[config.mk]
export PLATFORM = sky130hd
export DESIGN_NAME = dff_sticky_set
export DESIGN_NICKNAME = d
export VERILOG_FILES = /design/src/rtl/dff_sticky_set.sv
export SDC_FILE = /design/constraint.sdc
export NUM_CORES = 1
export LEC_CHECK = 0
export BUFFER_PORTS_ARGS = -buffer_cell sky130_fd_sc_hd__buf_2
export CAP_MARGIN = 20
export CORE_ASPECT_RATIO = 1.25
export CORE_MARGIN = 3
export CORE_UTILIZATION = 43
export DETAILED_ROUTE_END_ITERATION = 6
export PLACE_DENSITY_LB_ADDON = 0.1
export SLEW_MARGIN = 20
export SYNTH_ARGS = -nofsm -noshare
export SYNTH_HDL_FRONTEND = slang
export SYNTH_SLANG_ARGS = --single-unit
[constraint.sdc]
create_clock -name clk -period 1.3 [get_ports clk]
set_input_delay 0.065 -clock clk [delete_from_list [all_inputs] [get_ports clk]]
set_output_delay 0.065 -clock clk [all_outputs]
set_load 0.1 [all_outputs]
[src/rtl/dff_sticky_set.sv]
// dff_sticky_set: WIDTH independent sticky event flags.
// Each channel passes a raw (possibly asynchronous) input through an optional
// synchroniser and an edge/level detector. The resulting event, or a software
// set, makes the flag sticky until write-1-to-clear. Edge-mode channels also
// report events that arrive while the flag is already pending (overflow).
// irq is the registered OR of the masked flags.
module dff_sticky_set #(
  parameter int                 WIDTH       = 8,
  parameter int                 SYNC_STAGES = 2,
  parameter logic [2*WIDTH-1:0] EDGE_SEL    = {WIDTH{2'b01}},
  parameter logic [WIDTH-1:0]   RESET_VALUE = {WIDTH{1'b0}}
) (
  input  logic             clk,
  input  logic             rst_n,
  input  logic             ena,
  input  logic [WIDTH-1:0] in_sig,
  input  logic [WIDTH-1:0] set_sw,
  input  logic [WIDTH-1:0] clr,
  input  logic [WIDTH-1:0] mask,
  output logic [WIDTH-1:0] flags,
  output logic [WIDTH-1:0] overflow,
  output logic             irq,
  output logic [WIDTH-1:0] sync_q
);

  logic [WIDTH-1:0] s;          // synchronised input (last stage)
  logic [WIDTH-1:0] prev_q;     // s delayed by one cycle, for edge detection
  logic             armed_q;    // first enabled cycle has passed
  logic [WIDTH-1:0] ev;         // per-channel detected event
  logic [WIDTH-1:0] edge_chan;  // 1 where the channel is in an edge mode
  logic [WIDTH-1:0] flags_q;
  logic [WIDTH-1:0] flags_d;
  logic [WIDTH-1:0] ovf_q;
  logic [WIDTH-1:0] ovf_d;
  logic             irq_q;

  // Synchroniser: a plain shift chain, or a straight wire when depth is zero.
  generate
    if (SYNC_STAGES == 0) begin : g_nosync
      assign s = in_sig;
    end else begin : g_sync
      logic [WIDTH-1:0] chain_q [SYNC_STAGES];

      // Shift chain runs every cycle regardless of ena; reset flushes it.
      always_ff @(posedge clk) begin
        if (!rst_n) begin
          for (int k = 0; k < SYNC_STAGES; k++) begin
            chain_q[k] <= '0;
          end
        end else begin
          chain_q[0] <= in_sig;
          for (int k = 1; k < SYNC_STAGES; k++) begin
            chain_q[k] <= chain_q[k-1];
          end
        end
      end

      assign s = chain_q[SYNC_STAGES-1];
    end
  endgenerate

  // Per-channel event detector, selected at elaboration time by EDGE_SEL.
  // Events are suppressed until armed so the reset value of prev_q cannot
  // fake an edge on the first enabled cycle.
  generate
    for (genvar gi = 0; gi < WIDTH; gi++) begin : g_chan
      localparam logic [1:0] MODE = EDGE_SEL[2*gi +: 2];

      assign edge_chan[gi] = (MODE != 2'b00);
      assign ev[gi] = armed_q & ((MODE == 2'b00) ? s[gi] :
                                 (MODE == 2'b01) ? (s[gi] & ~prev_q[gi]) :
                                 (MODE == 2'b10) ? (~s[gi] & prev_q[gi]) :
                                                   (s[gi] ^ prev_q[gi]));
    end
  endgenerate

  // Set (event or software) wins over a simultaneous clear.
  // Overflow only records hardware events hitting an already pending flag
  // that is not being cleared in the same cycle; level channels never overflow.
  always_comb begin
    flags_d = (flags_q & ~clr) | ev | set_sw;
    ovf_d   = ((ovf_q & ~clr) | (ev & flags_q & ~clr)) & edge_chan;
  end

  // prev tracks s every cycle; flag/overflow/irq/armed only move when enabled.
  always_ff @(posedge clk) begin
    if (!rst_n) begin
      prev_q  <= '0;
      armed_q <= 1'b0;
      flags_q <= RESET_VALUE;
      ovf_q   <= '0;
      irq_q   <= 1'b0;
    end else begin
      prev_q <= s;
      if (ena) begin
        armed_q <= 1'b1;
        flags_q <= flags_d;
        ovf_q   <= ovf_d;
        irq_q   <= |(flags_d & mask);
      end
    end
  end

  assign flags    = flags_q;
  assign overflow = ovf_q;
  assign irq      = irq_q;
  assign sync_q   = s;

endmodule

Word level (Yosys, flattened, before mapping)

Memory sizes are Yosys's and may differ from the RTL's.
Cells that the tools add are included.

Logic and storage cells: 46
Register bits: 26
RAM bits: 16
Memories: 1

Muxes and demuxes: 4
Bitwise operators: 35
Reduce and logical (&&, ||, !) cells: 1

Memories:

| memory         | depth | bits a word | read ports | clocked after Yosys merged registers in | write ports | line | text |
|---|---|---|---|---|---|---|---|
| g_sync.chain_q | 2     | 8           | 2          | 0                                       | 2           | 42   | `logic [WIDTH-1:0] chain_q [SYNC_STAGES];` |

Operator list:

| operator           | count |
|---|---|
| AND 8 bit          | 5 |
| bitwise OR 8 bit   | 3 |
| AND 1 bit          | 16 |
| two-way mux 8 bit  | 2 |
| NOT 1 bit          | 8 |
| NOT 8 bit          | 1 |
| OR reduction 8 bit | 1 |
| two-way mux 1 bit  | 2 |
| bitwise OR 1 bit   | 2 |

Logic depth before layout (Yosys ltp)

Word-level depth: 7
Depth in mapped cells: 4
Depth with buffers taken out: 4

Worst setup path before layout

OpenSTA, ideal clock, no wires.

Kind: register to register
From: register flags_q[0] (netlist: flags[0])
To: register irq_q (netlist: irq)
Path slack: -0.397 ns
Data arrival time: 1.634 ns
Clock period less this slack: 1.697 ns
Required time: 1.237 ns
Cell stages (with the launch flop): 5
Cell sequence: dfxtp_1 -> and2b_4 -> nor4b_2 -> o2111ai_1 -> o221a_1

Word-level cells in the longest chain between the ends: 5

Ends and longest elaborated chain:

| item                          | line | text |
|---|---|---|
| from (decl)                   | 31   | `logic [WIDTH-1:0] flags_q;` |
| from (signal assigned)        | 97   | `flags_q <= flags_d;` |
| AND 8 bit                     | 81   | `flags_d = (flags_q & ~clr) \| ev \| set_sw;` |
| bitwise OR 8 bit (2 in a row) | 81   |  |
| AND 8 bit                     | 99   | `irq_q <= \|(flags_d & mask);` |
| OR reduction 8 bit            | 99   |  |
| to (signal assigned)          | 99   |  |
| to (decl)                     | 35   | `logic irq_q;` |

No other way between the ends.
A chain may end at the register's enable or synchronous reset.

Worst setup path in the final report

From: register armed_q
To: register irq_q (netlist: irq)

Word-level cells in the longest chain between the ends: 5

Ends and longest elaborated chain:

| item                              | line | text |
|---|---|---|
| from (decl)                       | 28   | `logic armed_q;` |
| from (signal assigned)            | 89   | `armed_q <= 1'b0;` |
| from (signal assigned)            | 96   | `armed_q <= 1'b1;` |
| AND 1 bit                         | 70   | `assign ev[gi] = armed_q & ((MODE == 2'b00) ? s[gi] :` |
| bitwise OR 8 bit (*) (2 in a row) | 81   |  |
| AND 8 bit (*)                     | 99   |  |
| OR reduction 8 bit (*)            | 99   |  |

Mark *: on every way between the ends. The rest lies on a longest branch, timed or not.

==> results.cfg <==
[floorplan]
die-area_sq_um = 4540
die_height_microns = 74.6
core_sq_um = 3540
die_x_microns = 60.9
io_pins = 60
initial_core_util_pct = 45.7
row_count = 24

[synth]
yosys_warnings = 0
seq_area_frac_synth_pct = 51.9
synth.avg_cell_area_sq_um = 9.81
synthTopCellsByArea = dfxtp_1 (52%), and2_1 (9.3%), nand2_1 (5.3%), buf_4 (3.7%), a31oi_1 (3.1%)
synth_fp_nets = 200
ys_ff_latch = 42
synth_compound_area_share_pct = 15.1
syn-instance-count = 165
synth_simple_gate_area_share_pct = 27.4
synth-xor-area-share_pct = 0
synth_top_family_by_area = simple AND/OR/NAND/NOR gates
synthMuxAreaShare_pct = 0
yosysUniqueCellTypes = 23
synth_area_leader_cell = dfxtp_1
syn_area_sq_um = 1620
synth_top_area_share_pct = 51.9
synth-adder-area-share_pct = 0

[pwr]
powerDensity_nw_per_um2 = 1270
peakVddDrop_mv = 0.879
p_leak_nw = 1.05
p_total_mw = 2.76

[global_routing]
grt.total_usage_pct = 16.2
grt_pass1_vias = 1314
grt_max_degree = 43
grt.overflow.total = 0
grt_pass1_wl_mm = 5.53
antenna_found_initial = 0

[cts]
cts.sinks = 42
cts.htree.levels = 2
postCtsSetupRepairBufs = 0
cts_buffer_depth = 2
cts_root_buffer = clkbuf_8
numCtsBuffers = 5
clkTransAtPathRegs_ps = 80
tritoncts = built
clk_latency_ps = 290

[placed_design]
placed_cell_area_sq_um = 1970
post-dp-hpwl_mm = 2.46
gp_congestion = 0.719
dp.cells = 255
numPortBuffers = 59

[final_layout]
layout.cells.non_filler = 271
multi_input_area_sq_um = 727
final_area_sq_um = 2180
drive_above_1_share_pct = 40.9
nFillCells = 314
diodes = 0
layout.area.seq_sq_um = 875
num-nets-final = 266
areaGrowthSynthToFinish_pct = 34.6

[setup_path]
path_class = reg2reg
reg2regPathDepth = 4
cp.arrival_ps = 1500
endpoint_kind = flip-flop
r2r_start = armed_q
worstPathRequired_ps = 1490
start_kind = flip-flop
rrSetupSlack_ps = -20
crit_start = armed_q
rr_endpoint = irq
crit_end = irq
crit_fanout = 9

[sta]
fin_hold_ws_ps = 29.2
hold_viol_final = 0
fin_crit_ps = 1320
worst_pin_slew_ps = 582
max_freq_mhz = 760
rsz0062_at_grt = true
finalClockSkew_ps = 4.59
setup-violations-final = 1
max_slew_margin_pct = 61.2
min_period_over_period_pct = 101
finalMaxSlewViolations = 0
final.setup.worst_slack_ps = -16.3

[hold_path]
holdPathStages = 4
hp-class = in2reg

[detailed_routing]
ant_nets = 0
num_vias = 1331
dr.pass1.iters = 4
vias_per_cell = 4.91
drtIter0Drc = 70
drcViolationCount = 0
wl_mm = 3.35
post_drt_wl_per_cell_microns = 12.3

[run_status]
violations = setup timing
status = finished with violations

[job]
cap_viol_max_count = 0
[synth_stat cells (all sizes together)]
| library cell | n |
|---|---|
| dfxtp | 42 |
| and2 | 24 |
| nand2 | 23 |
| nor2 | 9 |
| a31oi | 8 |
| and3b | 8 |
| buf | 8 |
| nor2b | 8 |
| clkbuf | 7 |
| o31ai | 6 |
| nor3 | 5 |
| o211a | 5 |
| o21ai | 3 |
| a21boi | 2 |
| o2111ai | 2 |
| and2b | 1 |
| inv | 1 |
| nor4b | 1 |
| o21a | 1 |
| o221a | 1 |
[where the power goes]
group          switching (mW)  leakage, nW  total (mW)  internal, mW
Combinational           0.350        0.648       0.506         0.156
Sequential             0.0316        0.351        1.37          1.34
Clock                   0.450       0.0521       0.888         0.438
[cells in the final DEF, fill, tap and decap left out]
cell and n:
a31oi_1 8, dfxtp_4 9, nor3_2 1, o21ai_0 3, and3b_1 5, o31ai_4 3, o2111ai_2 1, o2111ai_1 1
nand2_1 23, o21a_1 1, inv_4 1, a21boi_0 2, o211a_1 5, o221a_1 1, nor2_1 9, nor3_1 4
clkbuf_8 6, and2_1 24, nor2b_1 8, o31ai_2 2, buf_2 59, nor4b_4 1, and3b_2 3, dlygate4sd3_1 8
and2b_4 1, dfxtp_1 33, o31ai_1 1, inv_6 1, inv_1 1, buf_4 7
[cell families after synthesis]
group | after synthesis
simple gates | 79
flops | 42
compound gates | 28
buf+inv | 16
[per-stage QoR]
| stage | util (%) | setup slack (ps) | TNS, ps |
|---|---|---|---|
| after global routing | 61.5 | -85.2 | -109 |
| after global placement | 55.5 | -27.2 | -27.2 |
| after detailed placement | 55.5 | -79.7 | -79.7 |
| after floorplan | - | 8.29 | 0 |
| after CTS | 61.2 | -34.3 | -34.3 |
| final | 61.5 | -16.3 | -16.3 |
[worst min path at each step]
stage	from	to	slack, ps
finish	clr[7]	overflow[7]	30
CTS	clr[0]	overflow[0]	20
floorplan	in_sig[1]	g_sync.chain_q[0][1]	190
global placement	in_sig[1]	g_sync.chain_q[0][1]	270
detailed placement	in_sig[1]	g_sync.chain_q[0][1]	270
global route	clr[4]	overflow[4]	40
[area by class of cell]
type	count	area share, %
Timing Repair Buffer	74	19.6
Clock buffer	6	3.79
Sequential cell	42	40.1
Inverter	1	0.172
Multi-Input combinational cell	107	33.4
Clock inverter	2	0.689
Tap cell	39	2.24
[routing by layer]
metal  GRT usage (%)  up-vias  wire (microns)
met1            17.9      598            1410
met3            5.90        7             253
met5               0        -               0
met2            28.3       44            1630
met4            5.78        0              54
li1                -      682               -
[state kept, by name (all words and copies together) (netlist names)]
name	count
armed_q	1
flags	8
g_sync.chain_q	16
irq	1
overflow	8
prev_q	8
[timing repair]
action | CTS | global route
endpoints found under the hold margin | 8 | 0
endpoints found under the setup margin | 1 | 3
hold buffers | 8 | 0
gates resized for setup | 4 | 3
pin swaps | 1 | 0
[critical path, stage by stage, from the launching register on]
cell,delay (ps)
dfxtp_4,370
and3b_2,240
o31ai_4,230
o2111ai_2,150
o221a_1,220
No activity file was read; power rests on OpenSTA's default activity.
